==> src/rtl/midi_pkg.sv <==
// MIDI note transmitter shared types and constants.
// Optional feature macro: MIDI_RUNNING_STATUS_EN.
package midi_pkg;

  localparam logic [3:0] MIDI_NOTE_OFF = 4'h8;
  localparam logic [3:0] MIDI_NOTE_ON  = 4'h9;
  localparam int         MIDI_BAUD     = 31250;

  typedef enum logic [1:0] {
    IDLE,
    STATUS,
    KEY,
    VEL
  } state_t;

  function automatic state_t next_st(
    input state_t s
  );
    unique case (s)
      STATUS:  next_st = KEY;
      KEY:     next_st = VEL;
      default: next_st = IDLE;
    endcase
  endfunction

endpackage

==> src/rtl/midi_note_tx_if.sv <==
// Note event valid/ready handshake bundle.
// Master is the note source, slave is midi_note_tx.
interface midi_note_tx_if;

  logic       ev_valid;
  logic       ev_ready;
  logic       ev_note_on;
  logic [3:0] ev_channel;
  logic [7:0] ev_key;
  logic [7:0] ev_velocity;

  modport master (
    output ev_valid,
    output ev_note_on,
    output ev_channel,
    output ev_key,
    output ev_velocity,
    input  ev_ready
  );

  modport slave (
    input  ev_valid,
    input  ev_note_on,
    input  ev_channel,
    input  ev_key,
    input  ev_velocity,
    output ev_ready
  );

endinterface

==> src/rtl/midi_uart_tx.sv <==
// 8N1 byte serialiser, DIV clocks per bit.
// Ready in the last stop-bit clock so bytes chain gaplessly.
module midi_uart_tx #(
  parameter int DIV = 32
) (
  input  logic       clk,
  input  logic       rst_n,
  input  logic       byte_valid_i,
  input  logic [7:0] byte_data_i,
  output logic       byte_ready_o,
  output logic       tx_o
);

  localparam int BW = $clog2(DIV);
  localparam logic [BW-1:0] LAST = BW'(DIV - 1);

  logic [BW-1:0] baud_q, baud_d;
  logic [3:0]    bit_q, bit_d;
  logic [7:0]    data_q, data_d;
  logic          busy_q, busy_d;
  logic          tx_q, tx_d;
  logic          stop_end;

  // bit timing and next line level
  always_comb begin
    baud_d   = baud_q;
    bit_d    = bit_q;
    data_d   = data_q;
    busy_d   = busy_q;
    tx_d     = tx_q;
    stop_end = busy_q && bit_q == 4'd9
               && baud_q == LAST;
    byte_ready_o = !busy_q || stop_end;
    if (byte_valid_i && byte_ready_o) begin
      data_d = byte_data_i;
      tx_d   = 1'b0;
      bit_d  = 4'd0;
      baud_d = '0;
      busy_d = 1'b1;
    end else if (busy_q) begin
      if (baud_q == LAST) begin
        baud_d = '0;
        if (bit_q == 4'd9) begin
          busy_d = 1'b0;
          tx_d   = 1'b1;
        end else begin
          bit_d = bit_q + 4'd1;
          tx_d  = (bit_q == 4'd8) ? 1'b1
                  : data_q[bit_q[2:0]];
        end
      end else begin
        baud_d = baud_q + 1'b1;
      end
    end
  end

  // serialiser registers, line idles high
  always_ff @(posedge clk or negedge rst_n) begin
    if (!rst_n) begin
      baud_q <= '0;
      bit_q  <= '0;
      data_q <= '0;
      busy_q <= 1'b0;
      tx_q   <= 1'b1;
    end else begin
      baud_q <= baud_d;
      bit_q  <= bit_d;
      data_q <= data_d;
      busy_q <= busy_d;
      tx_q   <= tx_d;
    end
  end

  assign tx_o = tx_q;

endmodule

==> src/rtl/midi_note_tx.sv <==
// Note event to 3-byte MIDI message encoder and UART sender.
// Define MIDI_RUNNING_STATUS_EN to skip repeated status bytes.
module midi_note_tx
  import midi_pkg::*;
#(
  parameter int CLK_HZ = 50_000_000,
  parameter int BAUD   = MIDI_BAUD
) (
  input  logic           clk,
  input  logic           rst_n,
  midi_note_tx_if.slave  ev,
  output logic           tx,
  output logic           busy
);

  localparam int DIV = CLK_HZ / BAUD;

  state_t     state_q, state_d;
  logic       sent_q, sent_d;
  logic [7:0] stat_q, stat_d;
  logic [7:0] key_q, key_d;
  logic [7:0] vel_q, vel_d;
  logic [7:0] status_w;
  logic [7:0] cur_b, nxt_b;
  logic       skip;
  logic       b_valid, b_ready;
  logic [7:0] b_data;

  assign status_w = {ev.ev_note_on ? MIDI_NOTE_ON
                     : MIDI_NOTE_OFF, ev.ev_channel};

`ifdef MIDI_RUNNING_STATUS_EN
  logic [7:0] last_q, last_d;
  logic       lvld_q, lvld_d;
  assign skip = lvld_q && last_q == status_w;

  // most recent status byte, invalid after reset
  always_ff @(posedge clk or negedge rst_n) begin
    if (!rst_n) begin
      last_q <= '0;
      lvld_q <= 1'b0;
    end else begin
      last_q <= last_d;
      lvld_q <= lvld_d;
    end
  end
`else
  assign skip = 1'b0;
`endif

  // byte carried by current and following state
  always_comb begin
    unique case (state_q)
      STATUS:  begin cur_b = stat_q; nxt_b = key_q; end
      KEY:     begin cur_b = key_q;  nxt_b = vel_q; end
      default: begin cur_b = vel_q;  nxt_b = vel_q; end
    endcase
  end

  // message FSM: accept, latch, hand bytes to UART
  always_comb begin
    state_d = state_q;
    sent_d  = sent_q;
    stat_d  = stat_q;
    key_d   = key_q;
    vel_d   = vel_q;
    b_valid = 1'b0;
    b_data  = cur_b;
`ifdef MIDI_RUNNING_STATUS_EN
    last_d  = last_q;
    lvld_d  = lvld_q;
`endif
    unique case (state_q)
      IDLE: begin
        if (ev.ev_valid) begin
          stat_d  = status_w;
          key_d   = ev.ev_key & 8'h7F;
          vel_d   = ev.ev_velocity & 8'h7F;
          sent_d  = 1'b0;
          state_d = skip ? KEY : STATUS;
`ifdef MIDI_RUNNING_STATUS_EN
          last_d  = status_w;
          lvld_d  = 1'b1;
`endif
        end
      end
      default: begin
        if (!sent_q) begin
          b_valid = 1'b1;
          if (b_ready) sent_d = 1'b1;
        end else if (b_ready) begin
          state_d = next_st(state_q);
          if (state_q != VEL) begin
            b_valid = 1'b1;
            b_data  = nxt_b;
          end else begin
            sent_d  = 1'b0;
          end
        end
      end
    endcase
  end

  // FSM and latched event registers
  always_ff @(posedge clk or negedge rst_n) begin
    if (!rst_n) begin
      state_q <= IDLE;
      sent_q  <= 1'b0;
      stat_q  <= '0;
      key_q   <= '0;
      vel_q   <= '0;
    end else begin
      state_q <= state_d;
      sent_q  <= sent_d;
      stat_q  <= stat_d;
      key_q   <= key_d;
      vel_q   <= vel_d;
    end
  end

  assign ev.ev_ready = (state_q == IDLE);
  assign busy        = (state_q != IDLE);

  midi_uart_tx #(
    .DIV (DIV)
  ) u_uart (
    .clk          (clk),
    .rst_n        (rst_n),
    .byte_valid_i (b_valid),
    .byte_data_i  (b_data),
    .byte_ready_o (b_ready),
    .tx_o         (tx)
  );

endmodule
==> src/flat_wrapper.sv <==
// flat-port wrapper written by rule: the top's interface ports become plain ports
module midi_note_tx_flat import midi_pkg::*;
#(
  parameter int CLK_HZ = 50_000_000,
  parameter int BAUD   = MIDI_BAUD
)
  (clk, rst_n, tx, busy, ev_ev_valid, ev_ev_note_on, ev_ev_channel, ev_ev_key, ev_ev_velocity, ev_ev_ready);
  midi_note_tx_if ev_i ();
  input  logic clk;
  input  logic rst_n;
  output logic tx;
  output logic busy;
  input wire logic [$bits(ev_i.ev_valid)-1:0] ev_ev_valid;
  input wire logic [$bits(ev_i.ev_note_on)-1:0] ev_ev_note_on;
  input wire logic [$bits(ev_i.ev_channel)-1:0] ev_ev_channel;
  input wire logic [$bits(ev_i.ev_key)-1:0] ev_ev_key;
  input wire logic [$bits(ev_i.ev_velocity)-1:0] ev_ev_velocity;
  output wire logic [$bits(ev_i.ev_ready)-1:0] ev_ev_ready;
  assign ev_i.ev_valid = ev_ev_valid;
  assign ev_i.ev_note_on = ev_ev_note_on;
  assign ev_i.ev_channel = ev_ev_channel;
  assign ev_i.ev_key = ev_ev_key;
  assign ev_i.ev_velocity = ev_ev_velocity;
  assign ev_ev_ready = ev_i.ev_ready;
  midi_note_tx #(.CLK_HZ(CLK_HZ), .BAUD(BAUD)) u_core (.clk(clk), .rst_n(rst_n), .ev(ev_i), .tx(tx), .busy(busy));
endmodule
==> config.mk <==
export PLATFORM = sky130hd
export DESIGN_NAME = midi_note_tx_flat
export DESIGN_NICKNAME = d
export VERILOG_FILES = /design/src/rtl/midi_pkg.sv /design/src/rtl/midi_note_tx_if.sv /design/src/rtl/midi_uart_tx.sv /design/src/rtl/midi_note_tx.sv /design/src/flat_wrapper.sv
export SDC_FILE = /design/constraint.sdc
export NUM_CORES = 1
export LEC_CHECK = 0
export CAP_MARGIN = 10
export CORE_MARGIN = 2
export CORE_UTILIZATION = 40
export DETAILED_ROUTE_END_ITERATION = 8
export REMOVE_ABC_BUFFERS = 1
export SLEW_MARGIN = 20
export SYNTH_ARGS = -nofsm -noshare
export SYNTH_HDL_FRONTEND = slang
export SYNTH_HIERARCHICAL = 1
export SYNTH_SLANG_ARGS = --single-unit
export TNS_END_PERCENT = 50
==> constraint.sdc <==
create_clock -name clk -period 3.05 [get_ports clk]
set_clock_uncertainty 0.05 [all_clocks]
set_input_delay 0.61 -clock clk [delete_from_list [all_inputs] [get_ports clk]]
set_output_delay 0.61 -clock clk [all_outputs]
set_load 0.01 [all_outputs]
==> results.md, run 1 <==
* Leak at between 1 and 1.5 nW
* Postcts setup bufs at 0
* Endpoints failing hold at 0
* Routability cong. at between 0.7 and 0.8
* Core area at 6280 sq um
* Reg2reg start: u_core/u_uart/baud_q[0]
* FF+latch count, synth at 48
* Post-Synthesis Cell Area at 2580 sq um
* Syn_area_per_cell at 10.8 sq um
* Fmax at 358 MHz
* Req. time, crit path at 3.23 ns
* Total power at between 0.001 and 0.0015 W
* P_int at 0.000844 W
* Crit path DAT at 2.97 ns
* Fin worst setup slack at 0.258 ns
* CP max FO at 15
* 1st-pass router iterations at 4
* Post-DRT Antenna Nets at 0
* Pwr/cell area at 360 nW/um^2
* Fin cells at 344
* Vias at about 1900
* Clk slew on worst S/H paths at 0.09 ns
* Iter 0 DRT Violations at 39
* Vias in the first global route at 1822
* CP Launch Type: register
* WHS at between 0.15 and 0.2 ns
* Area delta synth->final at 15.6%
* Worst path buffer plus inverter count at 2
* Nets@finish at roughly 300
* CP max-delay cell: or4_1
* H-Tree Depth at 2
* Multi-input gate area at 1270 sq um
* Fillers at 610
* Library cells used by synthesis at 50
* DR DRC count at 0
* Max-slew headroom at 0.633
* Clock power share at 0.371
* DP Cell Count at 336
* Critical-path cell list: ha_1 > and4_1 > nand4_4 > o21a_1 > inv_1 > nand2b_1 > a21oi_1 > buf_4 > nor2_1 > or4_1 > a22oi_2
* Combinational power share at 0.036
* Post-synthesis sequential area ratio at 0.466
* Reg power frac at 0.592
* Die W at 84.3 microns
* Ys flop type: dfrtp_1
* Detailed Route WL at 4880 microns
* P_sw at 0.000229 W
* Cells after synthesis at 240
* Routed len/inst at 14.2 microns
* Hold crit path type: primary input to async pin
* Maximum vdd drop at 190 uV
* Crit Path Class: register to register
* R2r setup slk at ~0.26 ns
* # diodes at 0
* Post-synth EDFFs at 0
* Final period util at 0.915
* IO Port Bufs at 24
* RR Endpoint: u_core/u_uart/tx_o
* Initial antenna violation count at 0
* Fraction of layout cells with a size suffix above 1 at 0.169
* CTS Buf Count at 5
* Final Max Tran Viols at 0
* CTS Buffer Depth at 2
* Die Footprint at 7110 sq um
* Switch share at 0.214
* YS warnings at 6
* Num ports at 27
* Final setup violation count at 0
* Largest net degree at the start of global routing at 32
* CP peak stage delay at 0.56 ns
* DP HPWL at 3530 microns
* Hold bufs inserted after CTS at 0
* CTS tree: yes
* CP Capture Type: register
* Cts repair resizes at 0
* FFs w/ async S/R, synth at 1.00
* Tightest Pin Transition at roughly 0.55 ns
* Max Cap Viol at 0
* FF-to-FF path depth at 11
* Die height at 84.3 microns
* FP Rows at 29
* Worst path top cell family by delay: simple AND/OR/NAND/NOR gates
* First-pass GRT wire length at 8540 microns
* Starting Density at 0.411
* Clk root buf: clkbuf_8
* DR vias/cell at 5.47
* Clk sink count at 48
* Skew-Pair Late Insertion Delay at 0.30 ns
* Grt total ovfl at 0
* Outcome: completed
* Sequential Area at approximately 1200 sq um
* Final TNS setup at 0 ns
* Pre-CTS setup slack at about 0.29 ns
* Minimum clock period at between 2 and 3 ns
* Unrepaired setup endpoints after global routing: no
* GRT Overall Usage at 0.146
-- state kept, by name (all words and copies together) (netlist names), 2 cells and up --
| name | flops |
|---|---|
| u_core/u_uart/baud_q | 11 |
| u_core/u_uart/data_q | 8 |
| u_core/key_q | 7 |
| u_core/vel_q | 7 |
| u_core/stat_q | 6 |
| u_core/u_uart/bit_q | 4 |
| u_core/state_q | 2 |
-- metal layers --
layer | vias up | GRT usage | wire length, microns
met5 | - | 0 | 0
li1 | 924 | - | -
met1 | 923 | 0.195 | 2390
met3 | 5 | 0.0354 | 149
met2 | 30 | 0.238 | 2270
met4 | 0 | 0.0433 | 59
-- power groups by stage --
stage	logic, W	registers, W	clock network (W)
6_report	0.0000391	0.000636	0.000398
5_1_grt	0.0000441	0.000636	0.000440
4_1_cts	0.0000408	0.000636	0.000415
3_5_place_dp	0.0000407	0.000648	0
3_3_place_gp	0.0000405	0.000648	0
2_1_floorplan	0.000000531	0.000649	0
-- logic make-up after synthesis --
logic type	Yosys count	synth area share
and+or+nand+nor	82	0.168
DFF	48	0.466
AOI/OAI and AO/OA	46	0.130
muxes	27	0.128
buffers and inverters	21	0.0407
adders and majority gates	9	0.0436
xor gates and xnor gates	7	0.0238
-- layout make-up --
type | count | area share
clock inverter | 1 | 0.00252
timing repair buffer | 30 | 0.0939
tap | 77 | 0.0323
multi-input combinational | 171 | 0.427
clock buffer | 7 | 0.0289
inverter | 10 | 0.0126
sequential | 48 | 0.403
-- worst max-delay path by stage --
stage	start	endpoint	slack, ns	cells after the start
2_1_floorplan	u_core/u_uart/baud_q[0]	u_core/u_uart/data_q[7]	-0.16	11
3_3_place_gp	u_core/u_uart/baud_q[0]	u_core/u_uart/tx_o	0.30	11
3_5_place_dp	u_core/u_uart/baud_q[0]	u_core/u_uart/tx_o	0.29	11
4_1_cts	u_core/u_uart/baud_q[0]	u_core/u_uart/tx_o	0.26	11
5_1_grt	u_core/u_uart/baud_q[0]	u_core/u_uart/tx_o	0.06	11
6_report	u_core/u_uart/baud_q[0]	u_core/u_uart/tx_o	0.26	11
-- through the flow --
stage,util,area (sq um)
after detailed placement,0.460,2890
after floorplan,-,2510
after global routing,0.475,2980
after CTS,0.475,2980
after global placement,0.460,2890
final,0.475,2980
-- cell usage in the layout, fill, tap and decap left out, drive strengths merged, types with 3 or more instances in the layout --
master / netlist / final
inv: 10 / 10
and4: 4 / 4
nor3: 4 / 4
a22oi: 6 / 6
mux2i: 3 / 3
xnor2: 5 / 5
nor2: 15 / 15
o22ai: 8 / 8
a21oi: 8 / 8
nor4: 3 / 3
nand2: 32 / 32
ha: 9 / 9
clkbuf: 5 / 7
buf: 6 / 7
o21ai: 6 / 6
o221a: 5 / 5
clkdlybuf4s50: 0 / 23
nand3: 10 / 10
mux2: 22 / 22
dfrtp: 47 / 47
-- cells in the mapped netlist (3+ instances only) --
master	instances	area, sq um
ha_1	9	113
nand2_1	32	120
a22oi_1	5	37.5
mux2_2	20	225
nor2_1	15	56.3
dfrtp_1	47	1180
xnor2_1	5	43.8
clkbuf_1	4	15.0
nor3_1	4	20.0
mux2i_1	3	30.0
o21ai_0	5	25.0
a21oi_1	8	40.0
inv_1	10	37.5
o22ai_1	8	50.1
o221a_1	5	56.3
and4_1	3	26.3
nor4_1	3	18.8
nand3_1	10	50.1
Note: power is estimated with default switching activity, not from simulation.
==> run 2, diff against run 1 <==
--- a/config.mk
+++ b/config.mk
@@ -8,9 +8,9 @@
 export CAP_MARGIN = 10
 export CORE_MARGIN = 2
 export CORE_UTILIZATION = 40
+export CTS_BUF_LIST = sky130_fd_sc_hd__clkbuf_2
 export DETAILED_ROUTE_END_ITERATION = 8
 export REMOVE_ABC_BUFFERS = 1
-export SLEW_MARGIN = 20
 export SYNTH_ARGS = -nofsm -noshare
 export SYNTH_HDL_FRONTEND = slang
 export SYNTH_HIERARCHICAL = 1
==> run 2 against run 1 <==
Wire length is 0.57% lower. Combinational power grew 2%. Sequential share of layout area up 0.58 points. Worst hold slack improved by 0.27 ns. Critical path type unchanged.
==> results.md, run 2 (synthesized netlist as in run 1, its figures left out) <==
* Clk root buf: clkbuf_2
* Fmax at 355 MHz (-0.80%)
* Postcts setup bufs at 0 (unchanged)
* FF-to-FF path depth at 11 (unchanged)
* CP max FO at 15 (unchanged)
* Final period util at 0.923 (+0.00742)
* Crit path DAT at 3.12 ns (+0.15 ns)
* Hold crit path type: register to register
* Area delta synth->final at 14.0%
* Largest net degree at the start of global routing at 32 (unchanged)
* Final Util at 0.469 (-0.00678)
* Vias at 1877 (-0.27%)
* IO Port Bufs at 24 (unchanged)
* Fillers at 616 (+0.98%)
* RR Endpoint: u_core/u_uart/tx_o
* Skew-Pair Late Insertion Delay at 0.41 ns (+0.11 ns)
* Starting Density at 0.411 (unchanged)
* Unrepaired setup endpoints after global routing: no
* CP peak stage delay at 0.56 ns (about the same)
* Sequential Area at 1200 sq um (unchanged)
* Final Max Tran Viols at 0 (unchanged)
* First-pass GRT wire length at 8510 microns (-0.41%)
* DP HPWL at 3530 microns (unchanged)
* Leak at 1.32 nW (-1.0%)
* Routability cong. at 0.778 (unchanged)
* Core area at 6280 sq um (unchanged)
* Outcome: completed
* Worst Setup SP: u_core/u_uart/baud_q[0]
* Initial antenna violation count at 0 (unchanged)
* Crit Path Class: register to register
* Post-DRT Antenna Nets at 0 (unchanged)
* FP Rows at 29 (unchanged)
* DP Area at 2890 sq um (unchanged)
* Detailed Route WL at 4850 microns (-0.57%)
* R2r setup slk at 0.24 ns (-0.02 ns)
* CTS tree: yes
* Req. time, crit path at 3.35 ns (+0.12 ns)
* GRT Overall Usage at 0.144 (-0.00228)
* Pwr/cell area at 318 nW/um^2 (-12%)
* Max Cap Viol at 0 (unchanged)
* Iter 0 DRT Violations at 51 (+31%)
* Final setup violation count at 0 (unchanged)
* Num ports at 27 (unchanged)
* Max reg flops at 11 (unchanged)
* Hold depth at 1
* CP Launch Type: register
* CP Capture Type: register
* # diodes at 0 (unchanged)
* Vias in the first global route at 1828 (+0.33%)
* DR DRC count at 0 (unchanged)
* Commonest cells after routing, fill and taps aside: dfrtp_1, nand2_1, clkdlybuf4s50_1
* Hold path endpoint: u_core/stat_q[7]
* Regs by FF count: u_core/u_uart/baud_q x11, u_core/u_uart/data_q x8
* Nets@finish at 300 (+0.33%)
* Worst Hold Launch: u_core/stat_q[7]
* CP max-delay cell: or4_1
* H-Tree Depth at 2 (unchanged)
* Critical-path cell list: ha_1 > and4_1 > nand4_4 > o21a_1 > inv_1 > nand2b_1 > a21oi_1 > buf_4 > nor2_1 > or4_1 > a22oi_2
* Grt total ovfl at 0 (unchanged)
* Hold bufs inserted after CTS at 0 (unchanged)
* Tightest Pin Transition at 0.533 ns (-0.0133 ns)
* Reg2reg start: u_core/u_uart/baud_q[0]
* Fraction of layout cells with a size suffix above 1 at 0.168 (-0.000629)
* Endpoints failing hold at 0 (unchanged)
* Multi-input gate area at 1270 sq um (unchanged)
* Cts repair resizes at 0 (unchanged)
* Finished Cell Area at 2940 sq um (-1.4%)
* Routed len/inst at 14.1 microns (-0.86%)
* CTS Buf Count at 5 (unchanged)
* Clk sink count at 48 (unchanged)
* Die Footprint at 7110 sq um (unchanged)
* Die height at 84.3 microns (unchanged)
* Maximum vdd drop at 158 uV (-17%)
* Clk slew on worst S/H paths at 0.23 ns (+0.14 ns)
* CTS Buffer Depth at 2 (unchanged)
* Total power at 0.000936 W (-13%)
* 1st-pass router iterations at 4 (unchanged)
* Most common cell after layout, fill and taps aside: dfrtp_1
* Die W at 84.3 microns (unchanged)
* Largest register by flop count: u_core/u_uart/baud_q
* DP Cell Count at 336 (unchanged)
* DR vias/cell at 5.44 (-0.55%)
* Fin cells at 345 (+0.29%)
* Minimum clock period at 2.81 ns (+0.0226 ns)
* Max-slew headroom at 0.642 (+0.00891)
-- run 2: through the flow --
| stage | setup TNS (ns) | hold WS (ns) | setup slack, ns |
|---|---|---|---|
| after floorplan | -1.26 | 0.264 | -0.161 |
| after global placement | 0 | 0.392 | 0.297 |
| after detailed placement | 0 | 0.396 | 0.289 |
| after CTS | 0 | 0.0160 | 0.230 |
| after global routing | 0 | 0.478 | 0.0290 |
| final | 0 | 0.443 | 0.236 |
-- run 2: area by class of cell --
cell class,instances,share of cell area
Clock buffer,6,0.0102
Clock inverter,2,0.00383
Inverter,10,0.0128
Multi-Input combinational cell,171,0.433
Sequential cell,48,0.409
Tap cell,77,0.0328
Timing Repair Buffer,31,0.0987
-- run 2: power breakdown --
| group | total (W) | switching, W | internal, W | leakage, nW |
|---|---|---|---|---|
| Sequential | 0.000638 | 0 | 0.000638 | 0.642 |
| Combinational | 0.0000400 | 0.0000156 | 0.0000244 | 0.647 |
| Clock | 0.000258 | 0.000201 | 0.0000572 | 0.0266 |
-- run 2: worst max path at each step --
stage                     slack, ns                       to
after floorplan               -0.16  u_core/u_uart/data_q[7]
after global placement         0.30       u_core/u_uart/tx_o
after detailed placement       0.29       u_core/u_uart/tx_o
after CTS                      0.23       u_core/u_uart/tx_o
after global routing           0.03       u_core/u_uart/tx_o
final                          0.24       u_core/u_uart/tx_o
-- run 2: worst max-delay path: cells and delay by family (launching register included) --
| family | cells | cell delay (ns) |
|---|---|---|
| AND/OR/NAND/NOR | 5 | 1.21 |
| AO/OA/AOI/OAI | 3 | 0.50 |
| flip-flops | 1 | 0.45 |
| buffers and inverters | 2 | 0.30 |
| adder cells (fa/ha/maj) | 1 | 0.24 |
-- run 2: metal layers --
layer | up-vias | part of all wire | GRT usage
met4 | 0 | 0.0078 | 0.0346
met1 | 920 | 0.49 | 0.196
met5 | - | 0 | 0
met2 | 27 | 0.48 | 0.238
met3 | 4 | 0.028 | 0.0295
li1 | 926 | - | -
==> run 3, diff against run 2 <==
--- a/config.mk
+++ b/config.mk
@@ -6,6 +6,7 @@
 export NUM_CORES = 1
 export LEC_CHECK = 0
 export CAP_MARGIN = 10
+export CORE_ASPECT_RATIO = 0.5
 export CORE_MARGIN = 2
 export CORE_UTILIZATION = 40
 export CTS_BUF_LIST = sky130_fd_sc_hd__clkbuf_2
==> run 3 against run 2 <==
Core utilization increased by 1.2 points. Count of clock-buffer cells in the layout increased by 1. Cell count increased by 2.9%. Wire length increased by 6.4%. Critical path depth unchanged. Setup slack improved by 0.036 ns. Sequential cell count unchanged. Clock power about the same. Total power decreased by 0.44%. Largest power group unchanged. Highest routed layer unchanged.
==> results.md, run 3 (synthesized netlist as in run 1, its figures left out) <==
* Outcome: completed
* Clk sink count at 48 (unchanged)
* Initial antenna violation count at 0 (unchanged)
* Clk slew on worst S/H paths at 0.24 ns (about the same)
* Unrepaired setup endpoints after global routing: no
* Nets@finish at 299 (-0.33%)
* 1st-pass router iterations at 4 (unchanged)
* Die W at 118 microns (+39%)
* GRT Overall Usage at 0.149 (+0.00541)
* Area delta synth->final at 14.5%
* CP Capture Type: register
* Max-slew headroom at 0.274 (-0.368)
* Core area at 6160 sq um (-1.9%)
* CP Launch Type: register
* Final setup violation count at 0 (unchanged)
* Clk root buf: clkbuf_2
* Routability cong. at 0.794 (+2.1%)
* Die Footprint at 7150 sq um (+0.55%)
* Final TNS setup at 0 ns (unchanged)
* R2r setup slk at 0.27 ns (+0.04 ns)
* Regs by FF count: u_core/u_uart/baud_q x11, u_core/u_uart/data_q x8
* Max Cap Viol at 0 (unchanged)
* Fin cells at 355 (+2.9%)
* Vias at 1898 (+1.1%)
* Tightest Pin Transition at 1.09 ns (+0.556 ns)
* CP peak stage delay at 0.56 ns (about the same)
* FP Rows at 20 (-31%)
* CTS Buffer Depth at 2 (unchanged)
* DP HPWL at 3610 microns (+2.2%)
* CTS Buf Count at 5 (unchanged)
* Detailed Route WL at 5160 microns (+6.4%)
* Worst path buffer plus inverter count at 2 (unchanged)
* Starting Density at 0.419 (+0.00811)
* Skew-Pair Late Insertion Delay at 0.41 ns (about the same)
* DR DRC count at 0 (unchanged)
* Most common cell after layout, fill and taps aside: dfrtp_1
* Crit path DAT at 3.07 ns (-0.05 ns)
* Worst path top cell family by delay: simple AND/OR/NAND/NOR gates
* Largest net degree at the start of global routing at 49 (+53%)
* Minimum clock period at 2.78 ns (-0.0356 ns)
* Vias in the first global route at 1839 (+0.60%)
* Hold crit path type: primary input to async pin
* Commonest cells after routing, fill and taps aside: dfrtp_1, nand2_1, clkdlybuf4s50_1
* Leak at 1.32 nW (+0.32%)
* DR vias/cell at 5.35 (-1.7%)
* Hold bufs inserted after CTS at 0 (unchanged)
* Final Max Tran Viols at 0 (unchanged)
* First-pass GRT wire length at 8580 microns (+0.89%)
* # diodes at 0 (unchanged)
* Cts repair resizes at 0 (unchanged)
* Post-DRT Antenna Nets at 0 (unchanged)
* CP max-delay cell: or4_1
* Postcts setup bufs at 0 (unchanged)
* Req. time, crit path at 3.34 ns (about the same)
* Num ports at 27 (unchanged)
* Final period util at 0.911 (-0.0117)
* CTS tree: yes
* H-Tree Depth at 2 (unchanged)
* Largest register by flop count: u_core/u_uart/baud_q
* Maximum vdd drop at 110 uV (-31%)
* IO Port Bufs at 24 (unchanged)
* Crit Path Class: register to register
* Pwr/cell area at 315 nW/um^2 (-0.94%)
* Iter 0 DRT Violations at 58 (+14%)
* Die height at 60.8 microns (-28%)
* Fillers at 596 (-3.2%)
* Critical-path cell list: ha_1 > and4_1 > nand4_4 > o21a_1 > inv_1 > nand2b_1 > a21oi_1 > buf_12 > nor2_1 > or4_1 > a22oi_2
* DP Cell Count at 347 (+3.3%)
* CP max FO at 15 (unchanged)
* Max reg flops at 11 (unchanged)
* Endpoints failing hold at 0 (unchanged)
* Routed len/inst at 14.5 microns (+3.4%)
* Grt total ovfl at 0 (unchanged)
* Fmax at 360 MHz (+1.3%)
* Fraction of layout cells with a size suffix above 1 at 0.172 (+0.00437)
run 3: worst paths after layout:
check | endpoint | cells after the start | startpoint
setup / recovery | u_core/u_uart/tx_o | 11 | u_core/u_uart/baud_q[0]
setup reg to reg | u_core/u_uart/tx_o | 11 | u_core/u_uart/baud_q[0]
max in group asynchronous | u_core/stat_q[7] | 1 | rst_n
hold / removal | u_core/key_q[0] | 1 | rst_n
min in group clk | u_core/stat_q[7] | 1 | u_core/stat_q[7]
hold reg to reg | u_core/stat_q[7] | 1 | u_core/stat_q[7]
run 3: through the flow:
stage          power (W)  worst slack, ns  hold slack, ns  cell area (sq um)  utilization
2_1_floorplan   0.000649           -0.161           0.264               2510            -
3_3_place_gp    0.000688            0.344           0.395               2920        0.474
3_5_place_dp    0.000688            0.280           0.398               2920        0.474
4_1_cts         0.000952            0.244           0.326               2960        0.480
5_1_grt         0.000978           0.0475           0.360               2960        0.480
6_report        0.000932            0.271           0.321               2960        0.480
run 3: per-layer routing:
metal	wire, microns	GRT usage	vias to the layer above
li1	-	-	924
met1	2560	0.195	945
met2	2400	0.259	27
met3	187	0.0291	2
met4	14	0.0482	0
met5	0	0	-
run 3: area by class of cell:
class,instances,area [sq um],share of cell area
multi-input cells,171,1270,0.431
repair buffers,30,293,0.0990
clock inverters,1,5.00,0.00169
inverters,10,37.5,0.0127
clock buffers,7,35.0,0.0118
well taps,88,110,0.0372
flip-flops and latches,48,1200,0.407
run 3: where the power goes:
part	internal, W	switching (W)
clock	0.0000626	0.000193
sequential	0.000638	0
combinational	0.0000228	0.0000157
